File: config.mk
export PLATFORM = sky130hd
export DESIGN_NAME = bram_arbiter
export DESIGN_NICKNAME = d
export VERILOG_FILES = /design/src/rtl/bram_arb_pkg.sv /design/src/rtl/bram_arb_pick.sv /design/src/rtl/bram_arbiter.sv
export SDC_FILE = /design/constraint.sdc
export NUM_CORES = 1
export LEC_CHECK = 0
export CORE_MARGIN = 1.5
export CORE_UTILIZATION = 27
export CTS_CLUSTER_SIZE = 28
export DETAILED_ROUTE_END_ITERATION = 6
export PLACE_DENSITY = 0.87
export SLEW_MARGIN = 20
export SYNTH_ARGS = -nofsm -noshare
export SYNTH_HDL_FRONTEND = slang
export SYNTH_SLANG_ARGS = --single-unit
File: constraint.sdc
create_clock -name clk -period 2.7 [get_ports clk]
set_input_delay 0.54 -clock clk [delete_from_list [all_inputs] [get_ports clk]]
set_output_delay 0.54 -clock clk [all_outputs]
set_load 0.02 [all_outputs]
File: src/rtl/bram_arb_pkg.sv
// Shared constants and types for the two-master block RAM arbiter.
// Build option BRAM_ARB_RR_EN selects round-robin arbitration instead of m0 priority with starvation relief.
package bram_arb_pkg;

  localparam int CNT_WIDTH        = 4;
  localparam int DEF_STARVE_LIMIT = 4;

  // Requester ids, used as bit positions in the one-hot grant vector.
  localparam int REQ_M0 = 0;
  localparam int REQ_M1 = 1;

  // Encoding of the last_gnt register.
  localparam logic LAST_M0 = 1'b0;
  localparam logic LAST_M1 = 1'b1;

  typedef enum logic [1:0] {
    TAG_NONE = 2'd0,
    TAG_M0   = 2'd1,
    TAG_M2   = 2'd3,
    TAG_M1   = 2'd2
  } resp_tag_e;

endpackage

File: src/rtl/bram_arb_pick.sv
// Combinational winner selector producing a one-hot grant for m0/m1.
// BRAM_ARB_RR_EN selects round-robin; otherwise m0 priority with a starvation override for m1.
module bram_arb_pick
  import bram_arb_pkg::*;
#(
  parameter int STARVE_LIMIT = DEF_STARVE_LIMIT
) (
  input  logic                 m0_req_i,
  input  logic                 m1_req_i,
  input  logic [CNT_WIDTH-1:0] starve_cnt_i,
  input  logic                 last_gnt_i,
  output logic [1:0]           gnt_o
);

  logic m1_pref;

`ifdef BRAM_ARB_RR_EN
  logic [CNT_WIDTH-1:0] unused_starve;
  assign unused_starve = starve_cnt_i;
  // Whoever did not win last time goes first on a tie.
  assign m1_pref = (last_gnt_i == LAST_M0);
`else
  localparam logic [CNT_WIDTH-1:0] LIMIT = CNT_WIDTH'(STARVE_LIMIT);
  logic unused_last;
  assign unused_last = last_gnt_i;
  assign m1_pref = (starve_cnt_i == LIMIT);
`endif

  always_comb begin
    gnt_o = 2'b00;
    if (m0_req_i && m1_req_i) begin
      if (m1_pref) gnt_o[REQ_M1] = 1'b1;
      else         gnt_o[REQ_M0] = 1'b1;
    end else if (m0_req_i) begin
      gnt_o[REQ_M0] = 1'b1;
    end else if (m1_req_i) begin
      gnt_o[REQ_M1] = 1'b1;
    end
  end

endmodule

File: src/rtl/bram_arbiter.sv
// Shares one single-port byte-wide BRAM between m0 (core) and m1 (loader/debug), one access per cycle.
// Default build: m0 priority with STARVE_LIMIT relief for m1; BRAM_ARB_RR_EN builds strict round-robin.
module bram_arbiter
  import bram_arb_pkg::*;
#(
  parameter int ADDR_WIDTH   = 10,
  parameter int STARVE_LIMIT = DEF_STARVE_LIMIT
) (
  input  logic                  clk,
  input  logic                  rst_n,
  input  logic                  m0_req,
  input  logic                  m0_we,
  input  logic [ADDR_WIDTH-1:0] m0_addr,
  input  logic [7:0]            m0_wdata,
  output logic                  m0_gnt,
  output logic                  m0_rvalid,
  output logic [7:0]            m0_rdata,
  input  logic                  m1_req,
  input  logic                  m1_we,
  input  logic [ADDR_WIDTH-1:0] m1_addr,
  input  logic [7:0]            m1_wdata,
  output logic                  m1_gnt,
  output logic                  m1_rvalid,
  output logic [7:0]            m1_rdata,
  output logic [ADDR_WIDTH-1:0] bram_addr,
  output logic [7:0]            bram_wdata,
  output logic                  bram_wen,
  output logic                  bram_ren,
  input  logic [7:0]            bram_rdata
);

  // Handshake: a requester holds req/we/addr/wdata until it sees gnt=1 in the
  // same cycle; the access completes on the clk edge where req & gnt = 1.

  logic [1:0]           pick_gnt;
  logic [CNT_WIDTH-1:0] starve_cnt;
  logic                 last_gnt_q, last_gnt_d;
  resp_tag_e            resp_tag_q, resp_tag_d;

  bram_arb_pick #(
    .STARVE_LIMIT(STARVE_LIMIT)
  ) u_pick (
    .m0_req_i    (m0_req),
    .m1_req_i    (m1_req),
    .starve_cnt_i(starve_cnt),
    .last_gnt_i  (last_gnt_q),
    .gnt_o       (pick_gnt)
  );

  // Grants are suppressed while reset is asserted so nothing reaches the BRAM.
  assign m0_gnt = rst_n & pick_gnt[REQ_M0];
  assign m1_gnt = rst_n & pick_gnt[REQ_M1];

  assign bram_addr  = m1_gnt ? m1_addr  : m0_addr;
  assign bram_wdata = m1_gnt ? m1_wdata : m0_wdata;
  assign bram_wen   = (m0_gnt & m0_we)  | (m1_gnt & m1_we);
  assign bram_ren   = (m0_gnt & ~m0_we) | (m1_gnt & ~m1_we);

`ifdef BRAM_ARB_RR_EN
  assign starve_cnt = '0;
`else
  localparam logic [CNT_WIDTH-1:0] LIMIT = CNT_WIDTH'(STARVE_LIMIT);
  logic [CNT_WIDTH-1:0] starve_cnt_q, starve_cnt_d;

  always_comb begin
    starve_cnt_d = starve_cnt_q;
    if (!m1_req || m1_gnt) begin
      starve_cnt_d = '0;
    end else if (starve_cnt_q < LIMIT) begin
      starve_cnt_d = starve_cnt_q + 1'b1;
    end
  end

  always_ff @(posedge clk or negedge rst_n) begin
    if (!rst_n) begin
      starve_cnt_q <= '0;
    end else begin
      starve_cnt_q <= starve_cnt_d;
    end
  end

  assign starve_cnt = starve_cnt_q;
`endif

  always_comb begin
    last_gnt_d = last_gnt_q;
    if (m0_gnt)      last_gnt_d = LAST_M0;
    else if (m1_gnt) last_gnt_d = LAST_M1;
  end

  // The tag remembers which master owns the data the BRAM returns next cycle.
  always_comb begin
    resp_tag_d = TAG_NONE;
    if (bram_ren) resp_tag_d = m1_gnt ? TAG_M1 : TAG_M0;
  end

  always_ff @(posedge clk or negedge rst_n) begin
    if (!rst_n) begin
      last_gnt_q <= LAST_M1;
      resp_tag_q <= TAG_NONE;
    end else begin
      last_gnt_q <= last_gnt_d;
      resp_tag_q <= resp_tag_d;
    end
  end

  assign m0_rvalid = (resp_tag_q == TAG_M0);
  assign m1_rvalid = (resp_tag_q == TAG_M1);
  assign m0_rdata  = bram_rdata;
  assign m1_rdata  = bram_rdata;

endmodule
==> run metrics, run 1 <==
die height ~54 um; clk_skew approximately 0.91 ps; RSZ-0062 raised after global routing no; grt total ovfl 0; hold slack ~550 ps; Clock Latency Late Sink approximately 230 ps; clk sink count 6; DR vias/cell approximately 4.3; first-pass GRT wire length ~3.1 mm; largest net degree at the start of global routing 13; GR Util met2 28.60%; CTS Buffer Depth 2; sequential cell area fraction in the yosys report approximately 22%; initial cell density of the core between 20% and 30%; post-DP HPWL 1.728 mm; class of the worst hold path reg2reg; ratio of cells with drive above 1 in the final layout a little under two fifths; global route hottest layer met2; minimum clock period around 2700 ps; drt initial violations 0; htree depth 1; Site Rows 18; fin cells 159; vias post-DR a little under 700; dpl ws -250.7 ps; average size of a mapped cell ~9.9 um2; die span in x between 50 and 60 um; Worst Path Required approximately 2200 ps; PortBufs 65; Rel. slew slack between 80% and 90%; # DRC 0; Worst-Margin Slew 272.0 ps; crit-path max FO 11; leading cell type in the layout, fill and taps excluded clkdlybuf4s50_1; clock root buffer clkbuf_4; core area between 2000 and 2500 um2; syn_nets between 100 and 150; CP Launch Type input pin; CTS buffer count 3; Tcrit/Tclk final around 99%; outcome finished clean; initial antenna violation count 0; Post-Place Cells 151; met3 Use GR 6.111%; nets 183; post-synthesis cell count 70; critical path class in2out; Antenna Cells 0; die area 2875 um2; Syn. warnings 0; TritonRoute pass-1 iters 1; static leakage 0.5843 nW; number of global-route vias before repair about 700; flop-to-flop setup slack ~1300 ps; VDD IR max between 0.00015 and 0.0002 V; GRT Total Usage between 10% and 20%; P per Cell Area around 290 nW/um2; register clock-pin slew on the reported worst setup and hold paths ~40 ps; final setup vio count 0; CTS tree done; crit path DAT roughly 2100 ps; Max Slew Vio Count 0; GP Congestion roughly 0.7; IO Pins 90; Final Hold Vio Count 0; WL per Instance between 10 and 15 um; Layout area overhead 83.36%; Max-Cap Viols 0; post-layout total power ~0.00036 W; #FFs+latches synth 6; fmax about 370 MHz; Netlist cell types 20; final wirelength ~2.1 mm; post-route ant nets 0; Setup WS post-layout ~26 ps; element type at the critical path end output pin; met1 Usage GRT around 14%; commonest non-fill, non-tap cells in the layout 44 x clkdlybuf4s50_1, 18 x mux2_2, 9 x clkbuf_2, 8 x buf_2, 7 x buf_4; Synth Cell Area 691.9 um2
==> synth_stat cells (all sizes together) <==
| cell type | number | area share [%] |
|---|---|---|
| mux2 | 18 | 29 |
| inv | 6 | 3.3 |
| xnor2 | 1 | 1.3 |
| and2 | 1 | 0.90 |
| a21boi | 1 | 1.1 |
| nor3 | 4 | 2.9 |
| ha | 2 | 3.6 |
| nand2 | 1 | 0.54 |
| nor2 | 2 | 1.1 |
| buf | 18 | 21 |
| a21oi | 2 | 3.1 |
| a22o | 1 | 1.3 |
| dfrtp | 6 | 22 |
| mux2i | 1 | 1.4 |
| nand3b | 1 | 2.9 |
| o2bb2ai | 1 | 1.3 |
| nor2b | 3 | 2.7 |
| o211ai | 1 | 1.1 |
==> cell families (layout without fill, tap and decap cells) <==
family	Yosys count	after routing	synth area share, %
buf+inv	24	83	23.87
mux	19	19	30.74
simple gates	12	12	11.03
compound gates	6	6	7.777
flops	6	6	21.70
fa+ha+maj	2	2	3.616
xor+xnor	1	1	1.266
==> state kept, by name, indices dropped and copies added, names as in the netlist <==
signal and count:
resp_tag_q 2, starve_cnt 4
==> through the flow <==
step                TNS [ps]  area [um2]  utilization, %
finish                     0        1269           51.68
global route               0        1269           51.68
CTS                   -277.2        1305           53.16
detailed placement     -3958        1280           52.14
global placement       -3583        1280           52.14
floorplan                  0       691.9               -
==> worst max-delay path, cell delays in order <==
cell	delay [ps]
clkdlybuf4s50_1	520
nand2_1	100
a21oi_4	200
buf_12	160
mux2_2	330
clkdlybuf4s15_1	280
==> layout make-up <==
| class | instances | area [um2] |
|---|---|---|
| Clock buffer | 3 | 22.52 |
| Fill cell | 216 | 1186 |
| Inverter | 6 | 22.52 |
| Multi-Input combinational cell | 40 | 376.6 |
| Sequential cell | 6 | 150.1 |
| Tap cell | 30 | 37.54 |
| Timing Repair Buffer | 74 | 659.4 |
==> what timing repair did <==
action,4_1_cts,5_1_grt
setup endpoints to repair,20,16
hold buffers,0,0
setup buffers,0,4
gates cloned,1,0
gates resized for setup,42,24
==> report_power, final <==
part | internal (W) | leakage (nW) | switching, W
Sequential | 0.0000951 | 0.0811 | 0.00000401
Combinational | 0.000109 | 0.489 | 0.0000780
Clock | 0.0000499 | 0.0138 | 0.0000261
==> routing by layer <==
layer  vias to the layer above  routed length [um]
met1                       294                 687
met3                         0                 274
met4                         0                   0
met5                         -                   0
li1                        343                   -
met2                        45                1106
==> final timing paths <==
path / cells past startpoint / to / from
min: 2 / starve_cnt[3] / starve_cnt[3]
max: 6 / bram_wdata[7] / m1_req
min in group asynchronous: 2 / resp_tag_q[0] / rst_n
max in group asynchronous: 2 / starve_cnt[2] / rst_n
max reg2reg: 6 / resp_tag_q[1] / starve_cnt[0]
min reg2reg: 2 / starve_cnt[3] / starve_cnt[3]
Note: power is estimated with default switching activity, not from simulation.
==> run 2, diff against run 1 <==
Settings changed: CTS_BUF_LIST from default to sky130_fd_sc_hd__clkbuf_4 sky130_fd_sc_hd__clkbuf_8 sky130_fd_sc_hd__clkbuf_16, HOLD_SLACK_MARGIN from default to 0.1.
==> results of run 2 <==
Final layout, timing and power as in run 1 (identical DEF).
==> run 3, diff against run 2 <==
Settings changed: CORE_UTILIZATION 27 to 23, PLACE_DENSITY 0.87 to 0.79.
Clock period 2.7 ns to 2.37 ns, I/O delays scaled along.
==> run 3 against run 2 <==
Effect of this change: the flow now finishes with violations (DRC); cell area is 7.2% higher; non-clock buffer count up 3; critical path type unchanged; clock skew up 3.5 ps; register-to-register slack got worse by 310 ps; first-iteration DRC count is 17 higher; largest cell class unchanged; cell count increased by 2.5%.
==> run metrics, run 3 (synthesis gave the netlist of run 1 again) <==
Clock Latency Late Sink 250 ps (+20 ps); combinational power share 54.3% (+2.6 points); switch share 30.25% (+0.42 points); Placement Cell Area 1311 um2 (+2.4%); Antenna Cells 0 (unchanged); Final Hold Vio Count 0 (unchanged); clk sink count 6 (unchanged); Max-Cap Viols 0 (unchanged); clock root buffer clkbuf_4; PortBufs 65 (unchanged); # hold bufs at CTS 0 (unchanged); Layout area overhead 96.56%; outcome finished, violations left; static leakage 0.6262 nW (+7.2%); RSZ-0062 raised after global routing yes; crit path DAT 1880 ps (-250 ps); register clock-pin slew on the reported worst setup and hold paths 50 ps (about the same); IO Pins 90 (unchanged); final wirelength 2.227 mm (+7.7%); FF-to-FF Start starve_cnt[1]; Final Cell Area 1360 um2 (+7.2%); P per Cell Area 331.2 nW/um2 (+16%); number of global-route vias before repair 836 (+18%); first-pass GRT wire length 3.401 mm (+11%); class of the worst hold path in2async; die span in x 57.85 um (+7.9%); Net Switching 0.0001363 W (+26%); Rel. slew slack 80.94% (-0.85 points); initial cell density of the core 24.67% (-3.5 points); TritonRoute pass-1 iters 6 (+5); ratio of cells with drive above 1 in the final layout 43.18% (+5.2 points); CTS Buffer Depth 2 (unchanged); WL per Instance 13.66 um (+5.0%); element type at the critical path end output pin; # DRC 6 (+6); Clock power frac 21.0% (about the same); flop-to-flop setup slack 990 ps (-310 ps); hold slack 288.0 ps (-259.7 ps); die height 57.85 um (+7.9%); CP Launch Type input pin; vias post-DR 724 (+6.2%); Tcrit/Tclk final ~99%; DR vias/cell 4.442 (+3.6%); grt total ovfl 0 (unchanged); GRT Total Usage 13.22% (-1.6 points); leading cell type in the layout, fill and taps excluded clkdlybuf4s50_1; CTS buffer count 3 (unchanged); Seq pwr share 24.7% (-2.6 points); CTS tree done; max reg flops 4 (unchanged); Int Pwr 0.0003142 W (+24%); crit-path max FO 9 (-2); GP Congestion 0.7421 (+4.0%); drt initial violations 17 (+17); die area 3347 um2 (+16%); critical path class in2out; fmax between 400 and 500 MHz; nets 186 (+1.6%); VDD IR max 0.0001427 V (-9.1%); largest net degree at the start of global routing 10 (-3); final setup vio count 0 (unchanged); R2R cell count 7 (+1); post-route ant nets 0 (unchanged); clk_skew 4.459 ps (+3.545 ps); worst flop-to-flop path endpoint resp_tag_q[0]; commonest non-fill, non-tap cells in the layout 41 x clkdlybuf4s50_1, 16 x mux2_2, 15 x buf_6, 9 x buf_4, 7 x buf_2; post-DP HPWL 1.822 mm (+5.4%); core area 2805 um2 (+14%); Worst Path Required 1900 ps (-260 ps); minimum clock period between 2000 and 2500 ps; failing checks DRC; Site Rows 19 (+1); Max Slew Vio Count 0 (unchanged); htree depth 1 (unchanged); initial antenna violation count 0 (unchanged); Worst-Margin Slew 283.4 ps (+11.39 ps)
-- run 3: cell type report --
cell class / instances / area, um2
fill: 264 / 1445
sequential: 6 / 150.1
clock buffer: 3 / 22.52
tap: 31 / 38.79
multi-input combinational: 40 / 389.1
inverter: 6 / 22.52
timing repair buffer: 77 / 737.0
-- run 3: worst max path at each step --
stage / start / end / cells past startpoint
detailed placement: m1_req / bram_addr[0] / 6
CTS: starve_cnt[0] / bram_addr[0] / 8
finish: m0_req / bram_addr[9] / 6
global route: starve_cnt[0] / bram_addr[0] / 8
floorplan: starve_cnt[0] / bram_wdata[2] / 6
global placement: m1_req / bram_addr[6] / 6
-- run 3: worst max-delay path, stage by stage --
cell	delay (ps)
clkdlybuf4s50_1	470
a21oi_4	200
buf_6	130
buf_12	120
mux2_2	320
buf_2	160
-- run 3: layer usage --
metal  global-route usage, %  share of wire (%)  vias to the layer above
li1                        -                  -                      348
met1                   10.85                 32                      321
met2                   26.79                 54                       53
met3                   4.688                 13                        2
met4                   6.645               0.94                        0
met5                       0                  0                        -
-- run 3: what timing repair did --
| action | CTS | global route |
|---|---|---|
| pin swaps | 1 | 3 |
| endpoints found under the setup margin | 22 | 20 |
| setup buffers | 3 | 1 |
| gates resized for setup | 87 | 30 |
| cloned | 1 | 0 |
-- run 3: stage by stage --
step	utilization, %	setup slack [ps]	std cells	TNS, ps	total power (W)
finish	48.48	16.95	163	0	0.0004505
detailed placement	46.74	-406.1	156	-7755	0.0003510
CTS	46.43	-4.649	163	-4.649	0.0004347
floorplan	-	385.7	70	0	0.0002461
global placement	46.74	-410.1	156	-7915	0.0003475
global route	48.48	-53.02	163	-393.7	0.0004762
-- run 3: power by group through the flow --
stage	Sequential [W]	Combinational, W	Clock, W
floorplan	0.000113	0.000133	0
global placement	0.000112	0.000235	0
detailed placement	0.000113	0.000238	0
CTS	0.000111	0.000225	0.0000980
global route	0.000112	0.000260	0.000104
finish	0.000111	0.000245	0.0000947
